--- config.mk ---
export PLATFORM = sky130hd
export DESIGN_NAME = iob_wishbone_arbiter_flat
export DESIGN_NICKNAME = d
export VERILOG_FILES = /design/src/rtl/iob_wishbone_arbiter_if.sv /design/src/rtl/iob_wishbone_arbiter.sv /design/src/flat_wrapper.sv
export SDC_FILE = /design/constraint.sdc
export NUM_CORES = 1
export LEC_CHECK = 0
export BUFFER_PORTS_ARGS = -buffer_cell sky130_fd_sc_hd__buf_2
export CORE_AREA = 2 2 122 124
export DETAILED_ROUTE_END_ITERATION = 10
export DIE_AREA = 0 0 124 126
export PLACE_DENSITY = 0.8
export RECOVER_POWER = 25
export SYNTH_ARGS = -nofsm -noshare
export SYNTH_HDL_FRONTEND = slang
export SYNTH_SLANG_ARGS = --single-unit
export TNS_END_PERCENT = 50
--- constraint.sdc ---
create_clock -name clk_i -period 13.9 [get_ports clk_i]
set_input_delay 2.085 -clock clk_i [delete_from_list [all_inputs] [get_ports clk_i]]
set_output_delay 2.085 -clock clk_i [all_outputs]
set_load 0.05 [all_outputs]
--- src/rtl/iob_wishbone_arbiter_if.sv ---
// Bus bundle for the two-master Wishbone to single-slave IOb arbiter.
// The slave modport is the arbiter's view. The master modport is the surrounding
// logic: the two Wishbone masters and the IOb memory.
interface iob_wishbone_arbiter_if #(
  parameter int unsigned ADDR_W = 32,
  parameter int unsigned DATA_W = 32
);
  localparam int unsigned STRB_W = DATA_W / 8;

  // Wishbone master 0
  logic [ADDR_W-1:0] m0_wb_addr_i;
  logic [STRB_W-1:0] m0_wb_select_i;
  logic              m0_wb_we_i;
  logic              m0_wb_cyc_i;
  logic              m0_wb_stb_i;
  logic [DATA_W-1:0] m0_wb_data_i;
  logic              m0_wb_ack_o;
  logic              m0_wb_error_o;
  logic [DATA_W-1:0] m0_wb_data_o;

  // Wishbone master 1
  logic [ADDR_W-1:0] m1_wb_addr_i;
  logic [STRB_W-1:0] m1_wb_select_i;
  logic              m1_wb_we_i;
  logic              m1_wb_cyc_i;
  logic              m1_wb_stb_i;
  logic [DATA_W-1:0] m1_wb_data_i;
  logic              m1_wb_ack_o;
  logic              m1_wb_error_o;
  logic [DATA_W-1:0] m1_wb_data_o;

  // IOb slave port
  logic              valid_o;
  logic [ADDR_W-1:0] address_o;
  logic [DATA_W-1:0] wdata_o;
  logic [STRB_W-1:0] wstrb_o;
  logic [DATA_W-1:0] rdata_i;
  logic              ready_i;
  logic              busy_o;

  modport slave (
    input  m0_wb_addr_i, m0_wb_select_i, m0_wb_we_i, m0_wb_cyc_i, m0_wb_stb_i, m0_wb_data_i,
    output m0_wb_ack_o, m0_wb_error_o, m0_wb_data_o,
    input  m1_wb_addr_i, m1_wb_select_i, m1_wb_we_i, m1_wb_cyc_i, m1_wb_stb_i, m1_wb_data_i,
    output m1_wb_ack_o, m1_wb_error_o, m1_wb_data_o,
    output valid_o, address_o, wdata_o, wstrb_o, busy_o,
    input  rdata_i, ready_i
  );

  modport master (
    output m0_wb_addr_i, m0_wb_select_i, m0_wb_we_i, m0_wb_cyc_i, m0_wb_stb_i, m0_wb_data_i,
    input  m0_wb_ack_o, m0_wb_error_o, m0_wb_data_o,
    output m1_wb_addr_i, m1_wb_select_i, m1_wb_we_i, m1_wb_cyc_i, m1_wb_stb_i, m1_wb_data_i,
    input  m1_wb_ack_o, m1_wb_error_o, m1_wb_data_o,
    input  valid_o, address_o, wdata_o, wstrb_o, busy_o,
    output rdata_i, ready_i
  );
endinterface

--- src/rtl/iob_wishbone_arbiter.sv ---
// Two-master round-robin Wishbone classic arbiter onto one IOb slave port.
// It issues one IOb transaction per grant and waits for that transaction to finish.
// A watchdog ends a hung IOb access with a Wishbone error.
// Every output comes from a register. Each output register is loaded with the
// value that the next state requires.
module iob_wishbone_arbiter #(
  parameter int unsigned ADDR_W    = 32,
  parameter int unsigned DATA_W    = 32,
  parameter int unsigned TIMEOUT   = 1024,
  parameter int unsigned TIMEOUT_W = 11
) (
  input logic                   clk_i,
  input logic                   arst_i,
  iob_wishbone_arbiter_if.slave bus
);
  localparam int unsigned STRB_W = DATA_W / 8;

  typedef enum logic [2:0] {
    S_IDLE  = 3'd0,
    S_ISSUE = 3'd1,
    S_WAIT  = 3'd2,
    S_ACK   = 3'd3,
    S_ERR   = 3'd4
  } state_t;

  state_t              r_state, w_state;
  logic                r_grant, w_grant;
  logic                r_last_grant, w_last_grant;
  logic                r_abort, w_abort;
  logic [TIMEOUT_W-1:0] r_wd, w_wd;
  logic                r_valid, w_valid;
  logic [ADDR_W-1:0]   r_addr, w_addr;
  logic [DATA_W-1:0]   r_wdata, w_wdata;
  logic [STRB_W-1:0]   r_wstrb, w_wstrb;
  logic                r_busy, w_busy;
  logic                r_m0_ack, w_m0_ack;
  logic                r_m0_err, w_m0_err;
  logic [DATA_W-1:0]   r_m0_data, w_m0_data;
  logic                r_m1_ack, w_m1_ack;
  logic                r_m1_err, w_m1_err;
  logic [DATA_W-1:0]   r_m1_data, w_m1_data;

  logic w_m0_req, w_m1_req, w_sel, w_gnt_cyc, w_drop, w_timeout;

  // Request decode and round-robin pick (a contested grant goes to the master that lost last time)
  assign w_m0_req  = bus.m0_wb_cyc_i & bus.m0_wb_stb_i;
  assign w_m1_req  = bus.m1_wb_cyc_i & bus.m1_wb_stb_i;
  assign w_sel     = (w_m0_req & w_m1_req) ? ~r_last_grant : w_m1_req;
  // Granted master has abandoned its cycle, now or earlier in this transaction
  assign w_gnt_cyc = r_grant ? bus.m1_wb_cyc_i : bus.m0_wb_cyc_i;
  assign w_drop    = r_abort | ~w_gnt_cyc;
  assign w_timeout = (TIMEOUT != 0) && (r_wd == TIMEOUT_W'(TIMEOUT - 1));

  // State and output registers
  always_ff @(posedge clk_i or posedge arst_i) begin
    if (arst_i) begin
      r_state      <= S_IDLE;
      r_grant      <= 1'b0;
      r_last_grant <= 1'b1;
      r_abort      <= 1'b0;
      r_wd         <= '0;
      r_valid      <= 1'b0;
      r_addr       <= '0;
      r_wdata      <= '0;
      r_wstrb      <= '0;
      r_busy       <= 1'b0;
      r_m0_ack     <= 1'b0;
      r_m0_err     <= 1'b0;
      r_m0_data    <= '0;
      r_m1_ack     <= 1'b0;
      r_m1_err     <= 1'b0;
      r_m1_data    <= '0;
    end else begin
      r_state      <= w_state;
      r_grant      <= w_grant;
      r_last_grant <= w_last_grant;
      r_abort      <= w_abort;
      r_wd         <= w_wd;
      r_valid      <= w_valid;
      r_addr       <= w_addr;
      r_wdata      <= w_wdata;
      r_wstrb      <= w_wstrb;
      r_busy       <= w_busy;
      r_m0_ack     <= w_m0_ack;
      r_m0_err     <= w_m0_err;
      r_m0_data    <= w_m0_data;
      r_m1_ack     <= w_m1_ack;
      r_m1_err     <= w_m1_err;
      r_m1_data    <= w_m1_data;
    end
  end

  // Next-state and next-output logic
  always_comb begin
    w_state      = r_state;
    w_grant      = r_grant;
    w_last_grant = r_last_grant;
    w_abort      = r_abort;
    w_wd         = r_wd;
    w_valid      = 1'b0;
    w_addr       = r_addr;
    w_wdata      = r_wdata;
    w_wstrb      = r_wstrb;
    w_m0_ack     = 1'b0;
    w_m0_err     = 1'b0;
    w_m0_data    = r_m0_data;
    w_m1_ack     = 1'b0;
    w_m1_err     = 1'b0;
    w_m1_data    = r_m1_data;

    case (r_state)
      S_IDLE: begin
        w_abort = 1'b0;
        if (w_m0_req | w_m1_req) begin
          w_grant      = w_sel;
          w_last_grant = w_sel;
          w_addr       = w_sel ? bus.m1_wb_addr_i : bus.m0_wb_addr_i;
          w_wdata      = w_sel ? bus.m1_wb_data_i : bus.m0_wb_data_i;
          if (w_sel) w_wstrb = bus.m1_wb_we_i ? bus.m1_wb_select_i : '0;
          else       w_wstrb = bus.m0_wb_we_i ? bus.m0_wb_select_i : '0;
          w_valid      = 1'b1;
          w_state      = S_ISSUE;
        end
      end

      S_ISSUE, S_WAIT: begin
        w_abort = w_drop;
        w_wd    = (r_state == S_ISSUE) ? '0 : r_wd + TIMEOUT_W'(1);
        if (bus.ready_i) begin
          // An abandoned transfer ends silently; otherwise the granted master gets its ack
          if (w_drop) begin
            w_state = S_IDLE;
          end else begin
            w_state = S_ACK;
            if (r_grant) begin
              w_m1_ack  = 1'b1;
              w_m1_data = bus.rdata_i;
            end else begin
              w_m0_ack  = 1'b1;
              w_m0_data = bus.rdata_i;
            end
          end
        end else if (r_state == S_ISSUE) begin
          w_state = S_WAIT;
        end else if (w_timeout) begin
          if (w_drop) begin
            w_state = S_IDLE;
          end else begin
            w_state  = S_ERR;
            w_m0_err = ~r_grant;
            w_m1_err = r_grant;
          end
        end
      end

      S_ACK, S_ERR: begin
        w_state = S_IDLE;
      end

      default: begin
        w_state = S_IDLE;
      end
    endcase

    w_busy = (w_state != S_IDLE);
  end

  // Drive the bus from the registers
  assign bus.valid_o       = r_valid;
  assign bus.address_o     = r_addr;
  assign bus.wdata_o       = r_wdata;
  assign bus.wstrb_o       = r_wstrb;
  assign bus.busy_o        = r_busy;
  assign bus.m0_wb_ack_o   = r_m0_ack;
  assign bus.m0_wb_error_o = r_m0_err;
  assign bus.m0_wb_data_o  = r_m0_data;
  assign bus.m1_wb_ack_o   = r_m1_ack;
  assign bus.m1_wb_error_o = r_m1_err;
  assign bus.m1_wb_data_o  = r_m1_data;

endmodule
--- src/flat_wrapper.sv ---
// flat-port wrapper written by rule: the top's interface ports become plain ports
module iob_wishbone_arbiter_flat 
#(
  parameter int unsigned ADDR_W    = 32,
  parameter int unsigned DATA_W    = 32,
  parameter int unsigned TIMEOUT   = 1024,
  parameter int unsigned TIMEOUT_W = 11
)
  (clk_i, arst_i, bus_m0_wb_addr_i, bus_m0_wb_select_i, bus_m0_wb_we_i, bus_m0_wb_cyc_i, bus_m0_wb_stb_i, bus_m0_wb_data_i, bus_m0_wb_ack_o, bus_m0_wb_error_o, bus_m0_wb_data_o, bus_m1_wb_addr_i, bus_m1_wb_select_i, bus_m1_wb_we_i, bus_m1_wb_cyc_i, bus_m1_wb_stb_i, bus_m1_wb_data_i, bus_m1_wb_ack_o, bus_m1_wb_error_o, bus_m1_wb_data_o, bus_valid_o, bus_address_o, bus_wdata_o, bus_wstrb_o, bus_busy_o, bus_rdata_i, bus_ready_i);
  iob_wishbone_arbiter_if #(.ADDR_W(ADDR_W), .DATA_W(DATA_W)) bus_i ();
  input logic clk_i;
  input logic arst_i;
  input wire logic [$bits(bus_i.m0_wb_addr_i)-1:0] bus_m0_wb_addr_i;
  input wire logic [$bits(bus_i.m0_wb_select_i)-1:0] bus_m0_wb_select_i;
  input wire logic [$bits(bus_i.m0_wb_we_i)-1:0] bus_m0_wb_we_i;
  input wire logic [$bits(bus_i.m0_wb_cyc_i)-1:0] bus_m0_wb_cyc_i;
  input wire logic [$bits(bus_i.m0_wb_stb_i)-1:0] bus_m0_wb_stb_i;
  input wire logic [$bits(bus_i.m0_wb_data_i)-1:0] bus_m0_wb_data_i;
  output wire logic [$bits(bus_i.m0_wb_ack_o)-1:0] bus_m0_wb_ack_o;
  output wire logic [$bits(bus_i.m0_wb_error_o)-1:0] bus_m0_wb_error_o;
  output wire logic [$bits(bus_i.m0_wb_data_o)-1:0] bus_m0_wb_data_o;
  input wire logic [$bits(bus_i.m1_wb_addr_i)-1:0] bus_m1_wb_addr_i;
  input wire logic [$bits(bus_i.m1_wb_select_i)-1:0] bus_m1_wb_select_i;
  input wire logic [$bits(bus_i.m1_wb_we_i)-1:0] bus_m1_wb_we_i;
  input wire logic [$bits(bus_i.m1_wb_cyc_i)-1:0] bus_m1_wb_cyc_i;
  input wire logic [$bits(bus_i.m1_wb_stb_i)-1:0] bus_m1_wb_stb_i;
  input wire logic [$bits(bus_i.m1_wb_data_i)-1:0] bus_m1_wb_data_i;
  output wire logic [$bits(bus_i.m1_wb_ack_o)-1:0] bus_m1_wb_ack_o;
  output wire logic [$bits(bus_i.m1_wb_error_o)-1:0] bus_m1_wb_error_o;
  output wire logic [$bits(bus_i.m1_wb_data_o)-1:0] bus_m1_wb_data_o;
  output wire logic [$bits(bus_i.valid_o)-1:0] bus_valid_o;
  output wire logic [$bits(bus_i.address_o)-1:0] bus_address_o;
  output wire logic [$bits(bus_i.wdata_o)-1:0] bus_wdata_o;
  output wire logic [$bits(bus_i.wstrb_o)-1:0] bus_wstrb_o;
  output wire logic [$bits(bus_i.busy_o)-1:0] bus_busy_o;
  input wire logic [$bits(bus_i.rdata_i)-1:0] bus_rdata_i;
  input wire logic [$bits(bus_i.ready_i)-1:0] bus_ready_i;
  assign bus_i.m0_wb_addr_i = bus_m0_wb_addr_i;
  assign bus_i.m0_wb_select_i = bus_m0_wb_select_i;
  assign bus_i.m0_wb_we_i = bus_m0_wb_we_i;
  assign bus_i.m0_wb_cyc_i = bus_m0_wb_cyc_i;
  assign bus_i.m0_wb_stb_i = bus_m0_wb_stb_i;
  assign bus_i.m0_wb_data_i = bus_m0_wb_data_i;
  assign bus_m0_wb_ack_o = bus_i.m0_wb_ack_o;
  assign bus_m0_wb_error_o = bus_i.m0_wb_error_o;
  assign bus_m0_wb_data_o = bus_i.m0_wb_data_o;
  assign bus_i.m1_wb_addr_i = bus_m1_wb_addr_i;
  assign bus_i.m1_wb_select_i = bus_m1_wb_select_i;
  assign bus_i.m1_wb_we_i = bus_m1_wb_we_i;
  assign bus_i.m1_wb_cyc_i = bus_m1_wb_cyc_i;
  assign bus_i.m1_wb_stb_i = bus_m1_wb_stb_i;
  assign bus_i.m1_wb_data_i = bus_m1_wb_data_i;
  assign bus_m1_wb_ack_o = bus_i.m1_wb_ack_o;
  assign bus_m1_wb_error_o = bus_i.m1_wb_error_o;
  assign bus_m1_wb_data_o = bus_i.m1_wb_data_o;
  assign bus_valid_o = bus_i.valid_o;
  assign bus_address_o = bus_i.address_o;
  assign bus_wdata_o = bus_i.wdata_o;
  assign bus_wstrb_o = bus_i.wstrb_o;
  assign bus_busy_o = bus_i.busy_o;
  assign bus_i.rdata_i = bus_rdata_i;
  assign bus_i.ready_i = bus_ready_i;
  iob_wishbone_arbiter #(.ADDR_W(ADDR_W), .DATA_W(DATA_W), .TIMEOUT(TIMEOUT), .TIMEOUT_W(TIMEOUT_W)) u_core (.clk_i(clk_i), .arst_i(arst_i), .bus(bus_i));
endmodule
# == Yosys cells after proc, flatten, opt, wreduce, memory -nomap -nowiden ==
# Index checks and enable logic that the tools add are counted.
# W data, S select, Z words.
# totals
regBits,155
in_bits,177
# classes
bitwise_logic,9
mux,36
add_sub_neg,1
reduce_logical,7
eq_ne,3
# op_table
op,n
$mux W32,2
$mux W1,22
$mux W3,5
$mux W4,3
$add A11 B1 Y11 const B,1
$eq A11 B10 Y1 const B,1
$mux W11,1
$reduce_and A4 Y1,2
$pmux W3 S2,1
$not A1 Y1,4
$and A1 B1 Y1,3
$eq A3 B1 Y1 const B,1
$eq A3 B2 Y1 const B,1
$logic_not A3 Y1,1
$reduce_bool A3 Y1,1
$mux W2,1
$or A1 B1 Y1,2
$pmux W1 S2,1
$reduce_and A2 Y1,1
$reduce_bool A2 Y1,1
$reduce_or A2 Y1,1

# == Longest topological paths before layout ==
# Gate-level depths: netlist of the first run.
# logic_depth
word_depth,9
depth_mapped,8
mapped_depth_nobuf,6

# == Worst setup path before layout of the first run ==
# Ideal clock, no wire load.
# synth_timing
path_type,input to register
startpoint,in bus_ready_i
endpoint,"reg u_core.r_m1_data[10], in the netlist u_core.bus.m1_wb_data_o[10]"
slack_ns,10.746
path_buffers,1
setup_time_ns,0.125
cell_stages,4
arrival_time_ns,3.030
cell_sequence,nand3b_2 > nor3_4 > buf_6 > mux2_2
# synth_between
elab_chain_len,1
# synth_rtl
item,line,source
start: declaration,flat_wrapper.sv:37,input wire logic [$bits(bus_i.ready_i)-1:0] bus_ready_i;
$reduce_and A4 Y1 (no source line),--,
end signal: assignment,iob_wishbone_arbiter.sv:89,r_m1_data <= w_m1_data;
end: declaration,iob_wishbone_arbiter.sv:41,"logic [DATA_W-1:0] r_m1_data, w_m1_data;"
# Every way passes these cells.
# A chain may end at the register's enable or synchronous reset.

# == Worst setup path after layout of the first run ==
# layout_timing
startpoint,in bus_m0_wb_stb_i
endpoint,"reg u_core.r_addr[25], in the netlist u_core.bus.address_o[25]"
# layout_between
elab_chain_len,4
# layout_rtl
item,line,source
start: declaration,flat_wrapper.sv:17,input wire logic [$bits(bus_i.m0_wb_stb_i)-1:0] bus_m0_wb_stb_i;
$and A1 B1 Y1 *,iob_wishbone_arbiter.sv:46,assign w_m0_req = bus.m0_wb_cyc_i & bus.m0_wb_stb_i;
$and A1 B1 Y1,iob_wishbone_arbiter.sv:48,assign w_sel = (w_m0_req & w_m1_req) ? ~r_last_grant : w_m1_req;
$mux W1,iob_wishbone_arbiter.sv:48,
$mux W32,iob_wishbone_arbiter.sv:117,w_addr = w_sel ? bus.m1_wb_addr_i : bus.m0_wb_addr_i;
end signal: assignment,iob_wishbone_arbiter.sv:80,r_addr <= w_addr;
end: declaration,iob_wishbone_arbiter.sv:32,"logic [ADDR_W-1:0] r_addr, w_addr;"
# Mark *: on every way between the ends. The rest lies on a longest branch, timed or not.

==> metrics, run 1 <==
run status=finished with violations; failing checks=capacitance limit, slew limit; transition time of the tightest slew-check pin=3.733 ns; clock latency on the worst-skew pair=0.43 ns; Sw Pwr=1.311 mW; number of hold buffers added after CTS=0; Worst Setup SP=bus_m0_wb_stb_i; share of flip-flops with an asynchronous set or reset=100.0%; root buf cell=clkbuf_16; path category of the worst min-delay check=register to register; part of the power in combinational logic=51.0%; total clock sinks=155; Critical Path Source Type=primary input; number of input and output port buffers inserted=approximately 310; R2R Path End=u_core.bus.address_o[25]; average vias per placed instance=5.188; crit end category=register; # setup viols final=0; weighted congestion reported at the end of routability-driven placement=0.8821; Final Total Pwr=between 2 and 3 mW; portion of total power attributed to the clock network=18.5%; initial DRC count=463; launching point of the worst reg2reg path=u_core.r_last_grant; number of instances resized during post-cts repair=0; sequential-to-total area share from yosys stat=58.51%; data required time of the critical path=around 14 ns; number of slew-limit violations in the final report=230; count of flip-flops with a built-in enable after synthesis=0; design internal power=1.253 mW; leakage power figure=4.334 nW; power density of the placed cells=290.4 mW/mm^2; Placement Cell Area=~0.0082 sq mm; Congestion Overflow GR=0; effective utilization at floorplan=between 40% and 50%; die outline height=around 130 microns; final worst-path cycle share=36.77%; wire length of the first global-routing pass=28260 microns; register-to-register path setup slack=10.19 ns; min setup slack post-route=around 8.8 ns; headroom to the max-slew limit=-150.2%; number of global-route vias before repair=5589; setup repair after global routing missed its margin=no; Reg2Reg Depth=5; final setup skew=0.009611 ns; switching portion of total power=between 50% and 60%; Core Footprint=roughly 0.014 sq mm; maxcap violations=4; nets@finish=1102; Routed Antenna Nets=0; number of flip-flops and latches in the synthesized netlist=roughly 160; count of unresolved DRC violations after routing=0; pre-CTS WS=9.881 ns; CP Max Fanout=a little over 70; number of placement rows=44; area added between synthesis and finish=33.13%; largest net degree at the start of global routing=116; die width=approximately 120 microns; Final TNS setup=0 ns; Critical Path Slowest Stage Cell=clkbuf_1; Yosys top cell by area=dfrtp_1; ys flop type=dfrtp_1; Netlist cell types=between 40 and 50; number of vias after detailed routing=5821; worst hold-check slack=0.4793 ns; average cell area after synthesis=about 11 sq um; total iterations of the first detailed-routing run=4; crit path kind=primary input to register; clk buf depth=2; dpl hpwl=approximately 13000 microns; antenna violations before repair=1; share of post-route cells with drive strength above 1=around 44%; detailed-route wire length per cell=16.38 microns; f_max=between 150 and 200 MHz; Syn Std Cell Area=about 0.0066 sq mm; Non-Filler Cell Area, Final=0.008828 sq mm; Sequential Power Share=between 30% and 40%; Synthesis Warnings=0; crit path capture=u_core.bus.address_o[25]; minimum clock period=5.110 ns; biggest cell delay along the critical path=2.25 ns; synthesized instance count=627; Clock Pin Slew Worst Setup and Hold Paths=0.07 ns; most area-consuming cells after synthesis=dfrtp_1 (58%), mux2_2 (10%), nand2_1 (8.2%), a31oi_1 (6.4%), nor2_1 (4.1%); die area=0.01562 sq mm; syn nets=805; Setup Buffers After CTS=0; arrival time at the worst endpoint=5.45 ns; IR drop worst, VDD=0.1501 mV; Critical Path, Cell by Cell=buf_2 > nand3_1 > nor2b_1 > clkbuf_1 > nand2_1 > a31oi_1; total wire length after detailed routing=18380 microns; number of failing hold endpoints at the final stage=0; area share of the largest cell type after synthesis=58.11%; number of clock buffers inserted by TritonCTS=17; overall global routing resource usage=23.67%; CTS tree=built; Clock H-tree levels=4; I/O pin total=315
-- critical path: cells and delay by family --
family | cells | cell delay (ns)
buf+inv | 2 | 2.35
simple gates | 3 | 0.61
compound gates | 1 | 0.31
-- power by group through the flow --
| stage | Combinational [mW] | Sequential [mW] | Clock, mW |
|---|---|---|---|
| after floorplan | 0.333 | 1.45 | 0 |
| after global placement | 1.29 | 0.773 | 0 |
| after detailed placement | 1.31 | 0.783 | 0 |
| after CTS | 1.31 | 0.780 | 0.482 |
| after global routing | 1.38 | 0.809 | 0.503 |
| final | 1.31 | 0.782 | 0.475 |
-- cells in the mapped netlist (3+ instances only) --
cell type / count
dfrtp_1: 154
buf_2: 9
buf_6: 7
nor3_1: 5
mux2i_1: 3
buf_4: 8
and2_1: 3
nand2_1: 145
clkbuf_1: 18
nor2_1: 73
inv_1: 3
nand2b_1: 3
a22o_1: 3
o21ai_0: 9
nand3_1: 13
mux2_1: 4
mux2_2: 60
a21oi_1: 6
a31oi_1: 68
nor3_4: 3
nand4_1: 4
-- cell usage in the layout (no fill, tap or decap), types with 5 or more instances in the layout --
cell         n
buf_2      312
dfrtp_1    154
nand2_1    145
nor2_1      73
a31oi_1     68
mux2_2      60
clkbuf_16   17
nand3_1     12
o21ai_0     10
a21oi_1      6
nor3_1       5
clkbuf_1     5
-- metal layers --
layer / GRT usage (%) / share of wire, % / up-vias
met3: 6.658 / 7.5 / 39
li1: - / - / 2765
met1: 27.09 / 38 / 2774
met4: 10.84 / 2.8 / 0
met2: 40.69 / 51 / 243
met5: 0 / 0 / -
-- how the worst min path moves through the flow --
stage                                 from                          end  cells past startpoint
6_report        u_core.bus.m0_wb_data_o[1]   u_core.bus.m0_wb_data_o[1]                      1
3_5_place_dp   u_core.bus.m1_wb_data_o[14]  u_core.bus.m1_wb_data_o[14]                      1
2_1_floorplan               u_core.r_wd[9]               u_core.r_wd[9]                      1
4_1_cts        u_core.bus.m1_wb_data_o[14]  u_core.bus.m1_wb_data_o[14]                      1
5_1_grt                    u_core.r_wd[10]              u_core.r_wd[10]                      1
3_3_place_gp   u_core.bus.m1_wb_data_o[26]  u_core.bus.m1_wb_data_o[26]                      1
-- registers in the layout, indices dropped and copies added (netlist names), 3 cells and up --
name and cells:
u_core.bus.address_o 32, u_core.bus.m0_wb_data_o 32, u_core.bus.m1_wb_data_o 32, u_core.bus.wdata_o 32, u_core.bus.wstrb_o 4, u_core.r_state 3
u_core.r_wd 11
-- layout make-up --
type	count	area, sq um
Tap cell	184	230.2
Fill cell	1212	5485
Multi-Input combinational cell	426	2490
Sequential cell	155	3880
Timing Repair Buffer	320	1603
Antenna cell	1	2.502
Inverter	4	17.52
Clock inverter	15	180.2
Clock buffer	17	425.4
-- kinds of logic (layout without fill, tap and decap cells) --
family	count (synthesis)	count (layout)	share of synthesized area, %
AND/OR/NAND/NOR	258	258	16.40
flip-flops	155	155	58.51
AO/OA/AOI/OAI	99	99	9.434
multiplexers	67	67	11.32
buffers and inverters	46	356	4.019
adder cells (fa/ha/maj)	1	1	0.1886
XOR/XNOR	1	1	0.1321
other	0	1	0
-- per-stage QoR --
stage / utilization [%] / cells
5_1_grt: 61.68 / 1122
4_1_cts: 61.84 / 1121
6_report: 61.68 / 1122
3_3_place_gp: 57.61 / 1089
3_5_place_dp: 57.61 / 1089
2_1_floorplan: - / 627
Note: power is estimated with default switching activity, not from simulation.
==> run 2, diff against run 1 <==
CORE_AREA = unset   (was 2 2 122 124)
CORE_MARGIN = 2   (was unset)
CORE_UTILIZATION = 42   (was unset)
DIE_AREA = unset   (was 0 0 124 126)
PLACE_DENSITY = 0.76   (was 0.8)
clock period = 4.4 ns   (was 13.9 ns; I/O delays follow)
==> metrics, run 2 (synthesized netlist as in run 1, its figures left out) <==
run status=finished clean; power density of the placed cells=909.0 mW/mm^2 (+210%); Reg2Reg Depth=6 (+1); number of failing hold endpoints at the final stage=0 (unchanged); Critical Path, Cell by Cell=nor3_4 > nand2_1 > inv_4 > buf_4 > nor2_1 > a31oi_1; die outline height=129.7 microns (+2.9%); Setup Buffers After CTS=0 (unchanged); register-to-register path setup slack=1.93 ns (-8.26 ns); initial DRC count=335 (-28%); setup repair after global routing missed its margin=no; dpl hpwl=13450 microns (+4.6%); crit end category=register; weighted congestion reported at the end of routability-driven placement=0.8528 (-3.3%); count of unresolved DRC violations after routing=0 (unchanged); Final Total Pwr=8.089 mW (+220%); number of hold buffers added after CTS=0 (unchanged); share of post-route cells with drive strength above 1=44.99% (+0.70 points); average vias per placed instance=5.054 (-2.6%); Congestion Overflow GR=0 (unchanged); number of placement rows=45 (+2.3%); Critical Path Slowest Stage Cell=dfrtp_1; final worst-path cycle share=56.15%; clock latency on the worst-skew pair=0.43 ns (about the same); number of instances resized during post-cts repair=0 (unchanged); biggest cell delay along the critical path=0.58 ns (-1.67 ns); number of global-route vias before repair=5529 (-1.1%); nets@finish=1103 (+0.091%); R2R Path End=u_core.bus.address_o[15]; # setup viols final=0 (unchanged); IR drop worst, VDD=0.3989 mV (+170%); headroom to the max-slew limit=42.48% (+190 points); f_max=404.8 MHz; Critical Path Source Type=register; data required time of the critical path=4.75 ns (-9.49 ns); total iterations of the first detailed-routing run=7 (+3); crit path kind=register to register; Clock H-tree levels=4 (unchanged); effective utilization at floorplan=43.30% (-3.0 points); path category of the worst min-delay check=primary input to asynchronous set/reset pin; detailed-route wire length per cell=16.25 microns (-0.78%); antenna violations before repair=1 (unchanged); maxcap violations=0 (-4); I/O pin total=315 (unchanged); final setup skew=0.008659 ns (-0.0009514 ns); Routed Antenna Nets=0 (unchanged); launching point of the worst reg2reg path=u_core.r_state[0]; number of vias after detailed routing=5812 (-0.15%); die area=0.01681 sq mm (+7.6%); Clock Pin Slew Worst Setup and Hold Paths=0.06 ns (about the same); overall global routing resource usage=21.96% (-1.7 points); worst hold-check slack=0.4537 ns (-0.02558 ns); root buf cell=clkbuf_16; number of slew-limit violations in the final report=0 (-100%); Final TNS setup=0 ns (unchanged); clk buf depth=2 (unchanged); area added between synthesis and finish=34.19%; minimum clock period=2.470 ns; arrival time at the worst endpoint=2.82 ns (-2.63 ns); CTS tree=built; largest net degree at the start of global routing=156 (+34%); die width=129.7 microns (+4.6%); transition time of the tightest slew-check pin=0.8627 ns (-2.870 ns); CP Max Fanout=70 (-1.4%); total wire length after detailed routing=18690 microns (+1.7%); leakage power figure=4.367 nW (+0.78%); wire length of the first global-routing pass=28300 microns (+0.17%); leading cell types in the layout, fill and taps excluded=buf_2 (314), dfrtp_1 (154), nand2_1 (145); number of input and output port buffers inserted=314 (unchanged); total clock sinks=155 (unchanged); leading cell type in the layout, fill and taps excluded=buf_2; number of clock buffers inserted by TritonCTS=17 (unchanged); Core Footprint=0.01531 sq mm (+7.0%)
## run 2: how the worst max path moves through the flow
stage	startpoint	endpoint	slack, ns
2_1_floorplan	arst_i	u_core.bus.address_o[0]	1.78
3_3_place_gp	bus_m1_wb_cyc_i	u_core.bus.address_o[17]	2.03
3_5_place_dp	bus_m1_wb_cyc_i	u_core.bus.address_o[22]	1.95
4_1_cts	u_core.r_state[0]	u_core.bus.address_o[15]	1.93
5_1_grt	u_core.r_state[0]	u_core.bus.address_o[22]	1.67
6_report	u_core.r_state[0]	u_core.bus.address_o[15]	1.93
## run 2: layout make-up
type                       count  area, sq um
tap                          211        264.0
fill                        1363         6416
multi-input combinational    426         2497
antenna                        1        2.502
timing repair buffer         321         1637
sequential                   155         3880
clock buffer                  18        439.2
clock inverter                14        160.2
inverter                       4        18.77
## run 2: layer usage
layer,routed length [microns],up-vias,part of all wire (%),track usage (%)
li1,-,2755,-,-
met1,7532,2760,40,26.53
met2,9209,262,49,36.80
met3,1450,35,7.8,6.317
met4,498,0,2.7,9.424
met5,0,-,0,0
## run 2: where the power goes
part,internal [mW],switching (mW)
combinational,1.02,3.12
sequential,2.08,0.389
clock,0.862,0.627
## run 2: worst max-delay path, delay by kind of cell (launching register included)
family / cells / cell delay (ns)
buffers and inverters: 2 / 0.98
AO/OA/AOI/OAI: 1 / 0.16
AND/OR/NAND/NOR: 3 / 0.62
flip-flops: 1 / 0.58
## run 2: through the flow
stage	cells	util [%]	cell area, sq um	setup WS (ns)
2_1_floorplan	627	-	6635	1.782
3_3_place_gp	1117	54.19	8299	2.028
3_5_place_dp	1117	54.19	8299	1.954
6_report	1150	58.10	8899	1.930
4_1_cts	1149	58.10	8899	1.933
5_1_grt	1149	58.09	8896	1.673
